### config.mk
export PLATFORM = sky130hd
export DESIGN_NAME = fwd_hazard_unit
export DESIGN_NICKNAME = d
export VERILOG_FILES = /design/src/rtl/fwd_hazard_unit.sv
export SDC_FILE = /design/constraint.sdc
export NUM_CORES = 1
export LEC_CHECK = 0
export CORE_UTILIZATION = 50
export CTS_CLUSTER_DIAMETER = 100
export DETAILED_ROUTE_END_ITERATION = 6
export GPL_ROUTABILITY_DRIVEN = 0
export PLACE_DENSITY = 0.82
export SYNTH_ARGS = -nofsm -noshare
export SYNTH_HDL_FRONTEND = slang
export SYNTH_SLANG_ARGS = --single-unit
### constraint.sdc
create_clock -name CLK -period 5.85 [get_ports CLK]
set_input_delay 1.17 -clock CLK [delete_from_list [all_inputs] [get_ports CLK]]
set_output_delay 1.17 -clock CLK [all_outputs]
set_load 0.05 [all_outputs]
### src/rtl/fwd_hazard_unit.sv
// ---------------------------------------------------------------------------
// fwd_hazard_unit
// Forwarding and hazard unit for the five-stage MIPS pipeline, sitting next to
// the ID stage. It keeps a DEPTH-entry history of in-flight destination
// registers. Each entry has a readiness countdown. From that history it
// produces forward selects for the ID branch comparator, registered forward
// selects for the ALU operands in EX, and one stall request.
//
// Parameters
//   DEPTH    history entries (min 2); index 0 = instruction in EX,
//            index i>=1 = result held in forwarding source i
//   REG_AW   register-address width
//   LOAD_LAT extra cycles a load result trails an ALU result (0..2)
//   SELW     derived select width, clog2(DEPTH)
//
// Ports
//   CLK, RESET                 clock, synchronous active-high reset
//   id_valid, flush_id         ID holds a real / squashed instruction
//   id_rs, id_rt               source registers
//   id_use_rs, id_use_rt       source actually read
//   id_branch                  ID instruction compares rs/rt in ID
//   id_wr_en, id_wr_reg        destination write enable / register
//   id_load                    ID instruction is a load
//   stall                      combinational; hold PC and IF/ID, bubble to EX
//   fwd_cmp_rs/rt_sel          combinational comparator selects
//                              (0 = regfile, k = source k)
//   fwd_alu_rs/rt_sel          registered ALU selects for the EX instruction
//
// Build option
//   FWD_BRANCH_CMP_EN  when defined, branch operands are forwarded into the
//                      ID comparator. When it is undefined, the comparator
//                      selects are tied to 0 and a branch waits until every
//                      matching producer has retired.
// ---------------------------------------------------------------------------
module fwd_hazard_unit #(
   parameter  int unsigned DEPTH    = 3,
   parameter  int unsigned REG_AW   = 5,
   parameter  int unsigned LOAD_LAT = 1,
   localparam int unsigned SELW     = $clog2(DEPTH)
) (
   input  logic              CLK,
   input  logic              RESET,
   input  logic              id_valid,
   input  logic              flush_id,
   input  logic [REG_AW-1:0] id_rs,
   input  logic [REG_AW-1:0] id_rt,
   input  logic              id_use_rs,
   input  logic              id_use_rt,
   input  logic              id_branch,
   input  logic              id_wr_en,
   input  logic [REG_AW-1:0] id_wr_reg,
   input  logic              id_load,
   output logic              stall,
   output logic [SELW-1:0]   fwd_cmp_rs_sel,
   output logic [SELW-1:0]   fwd_cmp_rt_sel,
   output logic [SELW-1:0]   fwd_alu_rs_sel,
   output logic [SELW-1:0]   fwd_alu_rt_sel
);

   localparam int unsigned CW = 2;

   typedef struct packed {
      logic            hit;
      logic [SELW-1:0] idx;
      logic [CW-1:0]   cnt;
   } match_t;

   // History state
   logic [DEPTH-1:0]             vld_q, vld_d;
   logic [DEPTH-1:0][REG_AW-1:0] reg_q, reg_d;
   logic [DEPTH-1:0][CW-1:0]     cnt_q, cnt_d;
   logic [SELW-1:0]              fwd_alu_rs_sel_q, fwd_alu_rs_sel_d;
   logic [SELW-1:0]              fwd_alu_rt_sel_q, fwd_alu_rt_sel_d;

   logic [DEPTH-1:0] rs_hits, rt_hits;
   match_t           alu_rs_m, alu_rt_m;
   logic             alu_haz, cmp_haz, insert_real, bubble;

   // Youngest (lowest index) hit at or below index 'last'
   function automatic match_t youngest(input logic [DEPTH-1:0]         hits,
                                       input logic [DEPTH-1:0][CW-1:0] cnts,
                                       input int                       last);
      match_t m;
      m = '0;
      for (int i = int'(DEPTH) - 1; i >= 0; i--) begin
         if (hits[i] && (i <= last)) begin
            m.hit = 1'b1;
            m.idx = SELW'(i);
            m.cnt = cnts[i];
         end
      end
      return m;
   endfunction

   // Per-entry source matches; r0 and unused sources never match
   always_comb begin
      rs_hits = '0;
      rt_hits = '0;
      for (int i = 0; i < int'(DEPTH); i++) begin
         rs_hits[i] = vld_q[i] & (reg_q[i] == id_rs) & (id_rs != '0) & id_use_rs;
         rt_hits[i] = vld_q[i] & (reg_q[i] == id_rt) & (id_rt != '0) & id_use_rt;
      end
   end

   // ALU operand check: a youngest producer with cnt>=2 is a load-use hazard
   always_comb begin
      alu_rs_m = youngest(rs_hits, cnt_q, int'(DEPTH) - 2);
      alu_rt_m = youngest(rt_hits, cnt_q, int'(DEPTH) - 2);
      alu_haz  = (alu_rs_m.hit & (alu_rs_m.cnt >= CW'(2))) |
                 (alu_rt_m.hit & (alu_rt_m.cnt >= CW'(2)));
   end

`ifdef FWD_BRANCH_CMP_EN
   match_t cmp_rs_m, cmp_rt_m;
   logic   cmp_rs_haz, cmp_rt_haz;

   // Comparator check: the producer must have left EX and be fully ready
   always_comb begin
      cmp_rs_m   = youngest(rs_hits, cnt_q, int'(DEPTH) - 1);
      cmp_rt_m   = youngest(rt_hits, cnt_q, int'(DEPTH) - 1);
      cmp_rs_haz = id_branch & cmp_rs_m.hit &
                   ((cmp_rs_m.idx == '0) | (cmp_rs_m.cnt != '0));
      cmp_rt_haz = id_branch & cmp_rt_m.hit &
                   ((cmp_rt_m.idx == '0) | (cmp_rt_m.cnt != '0));
      cmp_haz    = cmp_rs_haz | cmp_rt_haz;
      fwd_cmp_rs_sel = '0;
      fwd_cmp_rt_sel = '0;
      if (id_branch && cmp_rs_m.hit && !cmp_rs_haz) fwd_cmp_rs_sel = cmp_rs_m.idx;
      if (id_branch && cmp_rt_m.hit && !cmp_rt_haz) fwd_cmp_rt_sel = cmp_rt_m.idx;
   end
`else
   // No comparator forwarding: a branch waits until its producers retire
   always_comb begin
      cmp_haz        = id_branch & ((|rs_hits) | (|rt_hits));
      fwd_cmp_rs_sel = '0;
      fwd_cmp_rt_sel = '0;
   end
`endif

   // Stall request and next ALU selects; a bubble entering EX gets sel 0
   always_comb begin
      stall            = (alu_haz | cmp_haz) & id_valid & ~flush_id;
      bubble           = stall | flush_id | ~id_valid;
      fwd_alu_rs_sel_d = '0;
      fwd_alu_rt_sel_d = '0;
      if (!bubble && alu_rs_m.hit) fwd_alu_rs_sel_d = SELW'(alu_rs_m.idx + SELW'(1));
      if (!bubble && alu_rt_m.hit) fwd_alu_rt_sel_d = SELW'(alu_rt_m.idx + SELW'(1));
   end

   // History shift: insert at 0, age every entry, drop the oldest
   always_comb begin
      vld_d       = '0;
      reg_d       = '0;
      cnt_d       = '0;
      insert_real = id_valid & id_wr_en & (id_wr_reg != '0) & ~flush_id & ~stall;
      vld_d[0]    = insert_real;
      if (insert_real) begin
         reg_d[0] = id_wr_reg;
         cnt_d[0] = id_load ? CW'(1 + LOAD_LAT) : CW'(1);
      end
      for (int i = 1; i < int'(DEPTH); i++) begin
         vld_d[i] = vld_q[i-1];
         reg_d[i] = reg_q[i-1];
         cnt_d[i] = (cnt_q[i-1] == '0) ? '0 : CW'(cnt_q[i-1] - CW'(1));
      end
   end

   // State registers
   always_ff @(posedge CLK) begin
      if (RESET) begin
         vld_q            <= '0;
         reg_q            <= '0;
         cnt_q            <= '0;
         fwd_alu_rs_sel_q <= '0;
         fwd_alu_rt_sel_q <= '0;
      end else begin
         vld_q            <= vld_d;
         reg_q            <= reg_d;
         cnt_q            <= cnt_d;
         fwd_alu_rs_sel_q <= fwd_alu_rs_sel_d;
         fwd_alu_rt_sel_q <= fwd_alu_rt_sel_d;
      end
   end

   assign fwd_alu_rs_sel = fwd_alu_rs_sel_q;
   assign fwd_alu_rt_sel = fwd_alu_rt_sel_q;

endmodule

Word-level counts from Yosys, hierarchy flattened
Cells that the tools add are included.
Widths: inputs -> output; s select.
- input bits: 24
- flip-flop bits (word level): 26
- $lt $le $gt $ge: 2
- add/sub/neg operators: 3
- mux-type cells: 5
- bitwise operators: 38
- equality and inequality tests: 6
- reduce and logical (&&, ||, !) cells: 13
- operators with widths (operator ; count):
    $eq 5x5->1 ; 6
    $and 1x1->1 ; 27
    $mux 5 ; 4
    $reduce_bool 5->1 ; 3
    $reduce_or 2->1 ; 4
    $not 1->1 ; 6
    $reduce_or 3->1 ; 2
    $or 1x1->1 ; 5
    $add 2x1->2 const B ; 2
    $ge 2x2->1 const B ; 2
    $logic_and 1x1->1 ; 2
    $logic_not 2->1 ; 1
    $mux 2 ; 1
    $sub 2x1->2 const B ; 1
    $logic_not 1->1 ; 1

Logic depth before layout (Yosys ltp)
Gate-level depths: netlist (run 1).
- word-level depth: 18
- gate-level depth with buffers: 7
- depth with buffers taken out: 6

Worst setup path before layout (run 1)
Ideal clock, no wire load.
- kind: input port to output port
- from: in id_rt[4]
- to: out stall
- arrival: 2854 ps
- cell stages on the path: 6
- required time: 4680 ps
- setup slack: 1826 ps
- cells stage by stage: or4_4 o21ai_2 nand4b_1 nand2_1 a21boi_1 o311a_1
- longest elaborated chain between the ends: 12
- RTL lines (item ; line ; source):
    start: declaration ; 46 ; input logic [REG_AW-1:0] id_rt,
    $eq 5x5->1 ; 101 ; rt_hits[i] = vld_q[i] & (reg_q[i] == id_rt) & (id_rt != '0) & id_use_rt;
    $and 1x1->1 (3 in a row) ; 101 ;
    $mux 5 (2 in a row) ; 86 ; if (hits[i] && (i <= last)) begin
    $ge 2x2->1 ; 110 ; (alu_rt_m.hit & (alu_rt_m.cnt >= CW'(2)));
    $and 1x1->1 ; 110 ;
    $or 1x1->1 ; 109 ; alu_haz = (alu_rs_m.hit & (alu_rs_m.cnt >= CW'(2))) |
    $or 1x1->1 (*) ; 142 ; stall = (alu_haz | cmp_haz) & id_valid & ~flush_id;
    $and 1x1->1 (*) (2 in a row) ; 142 ;
    end: declaration ; 53 ; output logic stall,
Mark *: on every way between the ends. The rest lies on a longest branch, timed or not.

Final worst setup path (run 1)
- from: in id_rs[1]
- to: out stall
- longest elaborated chain between the ends: 12
- RTL lines (item ; line ; source):
    start: declaration ; 45 ; input logic [REG_AW-1:0] id_rs,
    $eq 5x5->1 ; 100 ; rs_hits[i] = vld_q[i] & (reg_q[i] == id_rs) & (id_rs != '0) & id_use_rs;
    $and 1x1->1 (3 in a row) ; 100 ;
    $mux 5 (2 in a row) ; 86 ;
    $ge 2x2->1 ; 109 ;
    $and 1x1->1 ; 109 ;
    $or 1x1->1 ; 109 ;
    $or 1x1->1 (*) ; 142 ;
    $and 1x1->1 (*) (2 in a row) ; 142 ;
Marked as above.

==> impl_metrics.yaml, run 1 <==
status:
  status: "complete, no violations"
pwr:
  p_int_mw: 0.224
  p_switching_mw: 0.0763
  vdd.ir_drop.worst_mv: 0.125
  leakagePower_nw: 0.545
  clockPowerShare_pct: 25.2
  swShare_pct: 25.4
  p_seq_share_pct: 57.8
  power_density_mw_per_mm2: 183
  combPwrFrac_pct: 17.0
cells_and_area:
  drive_above_1_share_pct: 13.8
  final_cell_mix: "27 x clkdlybuf4s50_1, 25 x dfxtp_1, 22 x xnor2_1"
  nets: 186
  diodes: 0
  final_common_cell: "clkdlybuf4s50_1"
  area_growth_pct: 24.9
  nFillCells: 186
clocking:
  root_buffer: "clkbuf_4"
  cts_resized: 0
  cts_max_level: 1
  cts_setup_buffers: 0
  cts_tree: "done"
  hold_buffers: 0
  cts_made_buffers: 3
  cts.clk_slew.worst_paths_ns: 0.12
  clockBufferDepth: 2
  insertion_delay_ns: 0.32
  clock_sinks: 25
worst_setup_path:
  cp_top_family: "simple AND/OR/NAND/NOR gates"
  cp.depth: 9
  critPathArrivalTime_ns: 3.69
  cp_max_fo: 11
  cpPeakStageDelay_ns: 0.58
  r2r_start: "reg_d[7]$_SDFF_PP0_"
  setup.worst_path.end_class: "primary output"
  path_cells: "clkdlybuf4s50_1 -> or4_4 -> o21ai_2 -> nor3_1 -> nor4_1 -> a31oi_1 -> buf_4 -> o311a_1 -> buf_12"
  cp-startpoint: "id_rs[1]"
  r2r_cells: 6
  critical_path_required_ns: 4.68
  crit_type: "in -> out"
  crit_slowest_cell: "or4_4"
  cp-start-kind: "input port"
  critPathBufInv: 3
global_routing:
  grt_pass1_vias: 1028
  grtUsageTotal_pct: 21.6
  antenna_found_initial: 0
  grt_first_pass_wirelength_um: 4390
  grt_overflow: 0
  grt_max_degree: 15
sta:
  hold_viol_final: 0
  clock-skew-final_ns: 0.0122
  setup_viol: 0
  fmax_mhz: 206
  slew_viol_final: 0
  max_slew_margin_pct: 63.8
  fin_setup_tns_ns: 0
  rsz0062_at_grt: "false"
  post-route-min-period_ns: 4.86
  timing.final.crit_share_pct: 83.1
  tightest_slew_ns: 0.542
  fin_hold_ws_ns: 0.506
floorplan:
  fp.dieArea_mm2: 0.00284
  rows: 18
  die_h_um: 53.3
  num_io_pins: 33
  die_x_um: 53.3
  start_util_pct: 53.0
  core_mm2: 0.00248
yosys:
  seq_area_frac_synth_pct: 38.1
  synthCells: 131
  ys.flop_type: "dfxtp_1"
  ys_ff_latch: 25
  syn_area_mm2: 0.00131
  synth-edff-count: 0
  ys_warn_count: 0
  syn_area_per_cell_um2: 10.0
  async_flop_share_pct: 0
  synthDistinctLibCells: 30
routing:
  drt_iter0_drc: 17
  viasPerCell: 5.35
  dr.pass1.iters: 4
  vias: 1017
  drt-total-wl_um: 2650
  post_drt_wl_per_cell_um: 14.0
  postRouteAntennaNets: 0
  drc_errors: 0
placed_design:
  dp_hpwl_um: 2080
  placement.io_buffers: 28
worst_hold_path:
  min_path_type: "reg -> reg"
  holdPathStages: 1
  hold_path_startpoint: "vld_q[1]$_SDFF_PP0_"
job:
  cap_viol_max_count: 0
-- cell usage after synthesis, types with 4 or more instances --
cell type / count / share of area [%]
nor2b_1: 12 / 5.7
nor4_1: 4 / 1.9
nor3_1: 5 / 1.9
xor2_1: 8 / 5.3
nor4_2: 9 / 8.6
nand4_1: 4 / 1.9
xnor2_1: 22 / 15
nand2_1: 12 / 3.4
dfxtp_1: 25 / 38
buf_4: 4 / 2.3
inv_1: 4 / 1.1
-- layer usage --
layer	track usage, %	share of wire, %	vias up	wire (um)
met5	0	0	-	0
met3	3.45	3.7	2	99
li1	-	-	508	-
met2	37.5	49	24	1300
met4	10.1	0.60	0	16
met1	25.5	46	483	1230
-- logic make-up (layout without fill, tap and decap cells) --
logic type      count (synthesis)  after routing  synth area share (%)
compound gates                  7              7                  4.10
xor+xnor                       30             30                  20.0
fa+ha+maj                       1              1                 0.952
buf+inv                        12             38                  5.24
flops                          25             25                  38.1
other cells                     1              4                 0.285
simple gates                   55             55                  31.3
-- metrics by stage --
stage | area, um2 | setup WS [ns] | power [mW] | instances | utilization (%)
after floorplan | 1330 | 1.83 | 0.206 | 134 | -
after global placement | 1610 | 1.06 | 0.227 | 186 | 65.2
after detailed placement | 1610 | 0.983 | 0.228 | 186 | 65.2
after CTS | 1640 | 0.994 | 0.303 | 190 | 66.2
after global routing | 1640 | 0.893 | 0.314 | 190 | 66.2
final | 1640 | 0.988 | 0.301 | 190 | 66.2
-- final timing paths --
kind | to | slack, ns
min | vld_q[2]$_SDFF_PP0_ | 0.51
max reg2reg | vld_q[0]$_SDFF_PP0_ | 3.82
max | stall | 0.99
min reg2reg | vld_q[2]$_SDFF_PP0_ | 0.51
-- area by class of cell --
| class | count | area, um2 | share of cell area, % |
|---|---|---|---|
| flip-flops and latches | 25 | 500 | 30.5 |
| well taps | 30 | 37.5 | 2.29 |
| clock buffers | 4 | 26.3 | 1.60 |
| multi-input cells | 97 | 756 | 46.1 |
| inverters | 4 | 15.0 | 0.915 |
| repair buffers | 30 | 305 | 18.6 |
-- sequential cells by signal (all words and copies together), names as in the netlist --
signal          count
reg_d              10
reg_q               5
cnt_q               3
vld_q               3
fwd_alu_rs_sel      2
fwd_alu_rt_sel      2
-- power by group through the flow --
stage                     Clock, mW  Sequential [mW]  Combinational, mW
after floorplan                   0            0.177             0.0290
after global placement            0            0.177             0.0497
after detailed placement          0            0.177             0.0510
after CTS                    0.0781            0.174             0.0513
after global routing         0.0850            0.174             0.0550
final                        0.0758            0.174             0.0512
-- worst reg2reg max path, delay by kind of cell, from the launching register on --
| family | cells | cell delay (ns) |
|---|---|---|
| flops | 1 | 0.42 |
| simple gates | 4 | 1.16 |
| xor+xnor | 1 | 0.25 |
| compound gates | 1 | 0.12 |
No activity file was read; power rests on OpenSTA's default activity.
==> run 2: changes to the inputs <==
--- a/config.mk
+++ b/config.mk
@@ -5,11 +5,11 @@
 export SDC_FILE = /design/constraint.sdc
 export NUM_CORES = 1
 export LEC_CHECK = 0
-export CORE_UTILIZATION = 50
+export CORE_UTILIZATION = 48
 export CTS_CLUSTER_DIAMETER = 100
 export DETAILED_ROUTE_END_ITERATION = 6
 export GPL_ROUTABILITY_DRIVEN = 0
-export PLACE_DENSITY = 0.82
+export PLACE_DENSITY = 0.79
 export SYNTH_ARGS = -nofsm -noshare
 export SYNTH_HDL_FRONTEND = slang
 export SYNTH_SLANG_ARGS = --single-unit
==> constraint.sdc (replaced) <==
create_clock -name CLK -period 4.79 [get_ports CLK]
set_input_delay 0.958 -clock CLK [delete_from_list [all_inputs] [get_ports CLK]]
set_output_delay 0.958 -clock CLK [all_outputs]
set_load 0.05 [all_outputs]
==> run 2 against run 1 <==
  * Via count grew 0.59%
  * Hold slack got worse by 0.013 ns
  * Sequential power is 22% higher
  * Register-to-register slack worse by 1.1 ns
  * Final cell count unchanged
  * Wire length shrank 0.87%
  * Die area up 4.0%
  * Non-clock buffer count is the same
  * Utilization fell by 1.2 points
  * Clock-buffer cell count stayed put
  * Global-route usage shrank 1.5 points
  * Largest cell class unchanged
  * Highest routed layer unchanged
==> impl_metrics.yaml, run 2 (synthesized netlist as in run 1, its figures left out) <==
clocking:
  cts_setup_buffers: 0
  cts_made_buffers: 3
  cts.clk_slew.worst_paths_ns: 0.12
  root_buffer: "clkbuf_4"
  cts_tree: "done"
  insertion_delay_ns: 0.30
  cts_max_level: 1
  hold_buffers: 0
  clockBufferDepth: 2
  cts_resized: 0
  clock_sinks: 25
routing:
  dr.pass1.iters: 4
  met2_length_um: 1230
  drt_iter0_drc: 18
  routed.top_layer: "met4"
  vias: 1023
  drc_errors: 0
  postRouteAntennaNets: 0
  m1WireLength_um: 1160
  drt-total-wl_um: 2630
  viasPerCell: 5.38
  route.met3.wl_um: 177
  post_drt_wl_per_cell_um: 13.8
worst_setup_path:
  critical_path_required_ns: 3.83
  cp-start-kind: "input port"
  critPathArrivalTime_ns: 3.33
  cp_max_fo: 4
  crit_type: "in -> out"
  setup.worst_path.end_class: "primary output"
sta:
  setup_viol: 0
  clock-skew-final_ns: 0.00677
  timing.final.crit_share_pct: 89.6
  hold_viol_final: 0
  post-route-min-period_ns: 4.29
  fmax_mhz: 233
  fin_hold_ws_ns: 0.493
  fin_setup_tns_ns: 0
  slew_viol_final: 0
  tightest_slew_ns: 0.552
  max_slew_margin_pct: 63.1
  rsz0062_at_grt: "false"
floorplan:
  die_h_um: 54.3
  rows: 18
  num_io_pins: 33
  core_mm2: 0.00252
  die_x_um: 54.3
  start_util_pct: 52.1
  fp.dieArea_mm2: 0.00295
global_routing:
  grt_max_degree: 15
  grt_overflow: 0
  antenna_found_initial: 0
  grtUsageTotal_pct: 20.1
  grt_pass1_vias: 969
  grt_first_pass_wirelength_um: 4160
pwr:
  power_density_mw_per_mm2: 222
  power_mw: 0.364
  vdd.ir_drop.worst_mv: 0.142
  leakagePower_nw: 0.545
placed_design:
  placed_cells: 186
  dp_hpwl_um: 2060
  placement.io_buffers: 28
cells_and_area:
  nets: 186
  instances_no_fill: 190
  multi_input_area_um2: 756
  largest_reg_flops: 10
  diodes: 0
  drive_above_1_share_pct: 13.8
  final_cell_mix: "27 x clkdlybuf4s50_1, 25 x dfxtp_1, 22 x xnor2_1"
  ff_latch_area_um2: 500
  area_growth_pct: 24.9
  final_common_cell: "clkdlybuf4s50_1"
  nFillCells: 215
worst_hold_path:
  min_path_type: "reg -> reg"
job:
  cap_viol_max_count: 0
status:
  status: "complete, no violations"
## run 2: cell counts in the layout (fill, tap and decap cells not counted)
Identical to the previous run, type by type.
## run 2: worst paths after layout
kind                       startpoint                   to  slack [ns]  cells after the start
hold / removal    vld_q[1]$_SDFF_PP0_  vld_q[2]$_SDFF_PP0_        0.49                      1
hold reg to reg   vld_q[1]$_SDFF_PP0_  vld_q[2]$_SDFF_PP0_        0.49                      1
setup / recovery             id_rt[4]                stall        0.50                      8
setup reg to reg  reg_d[9]$_SDFF_PP0_  vld_q[0]$_SDFF_PP0_        2.76                      6
## run 2: power breakdown
| part | switching, mW | leakage, nW | internal (mW) | total (mW) |
|---|---|---|---|---|
| clock network | 0.0566 | 0.0150 | 0.0324 | 0.0890 |
| logic | 0.0318 | 0.328 | 0.0312 | 0.0630 |
| registers | 0.00182 | 0.202 | 0.210 | 0.212 |
| total | 0.0902 | 0.545 | 0.274 | 0.364 |
## run 2: layout make-up
| type | count | area share [%] |
|---|---|---|
| multi-input cells | 97 | 46.1 |
| flip-flops and latches | 25 | 30.5 |
| repair buffers | 30 | 18.6 |
| well taps | 30 | 2.29 |
| clock buffers | 4 | 1.60 |
| inverters | 4 | 0.915 |
## run 2: metrics by stage
| step | setup WS (ns) | util, % | cell area (um2) |
|---|---|---|---|
| 2_1_floorplan | 1.19 | - | 1330 |
| 3_3_place_gp | 0.554 | 64.0 | 1610 |
| 3_5_place_dp | 0.542 | 64.0 | 1610 |
| 4_1_cts | 0.518 | 65.0 | 1640 |
| 5_1_grt | 0.388 | 65.0 | 1640 |
| 6_report | 0.500 | 65.0 | 1640 |
## run 2: layer usage
layer  track usage [%]  up-vias
met3              3.61        8
met1              23.5      469
met4              8.55        0
li1                  -      504
met2              35.6       42
met5                 0        -
## run 2: worst max-delay path: stages
cell and delay (ns):
clkdlybuf4s50_1 0.53, or4_4 0.57, o21ai_2 0.17, nor3_1 0.08, nor4_1 0.29, a31oi_1 0.16, o311a_1 0.41, buf_12 0.16
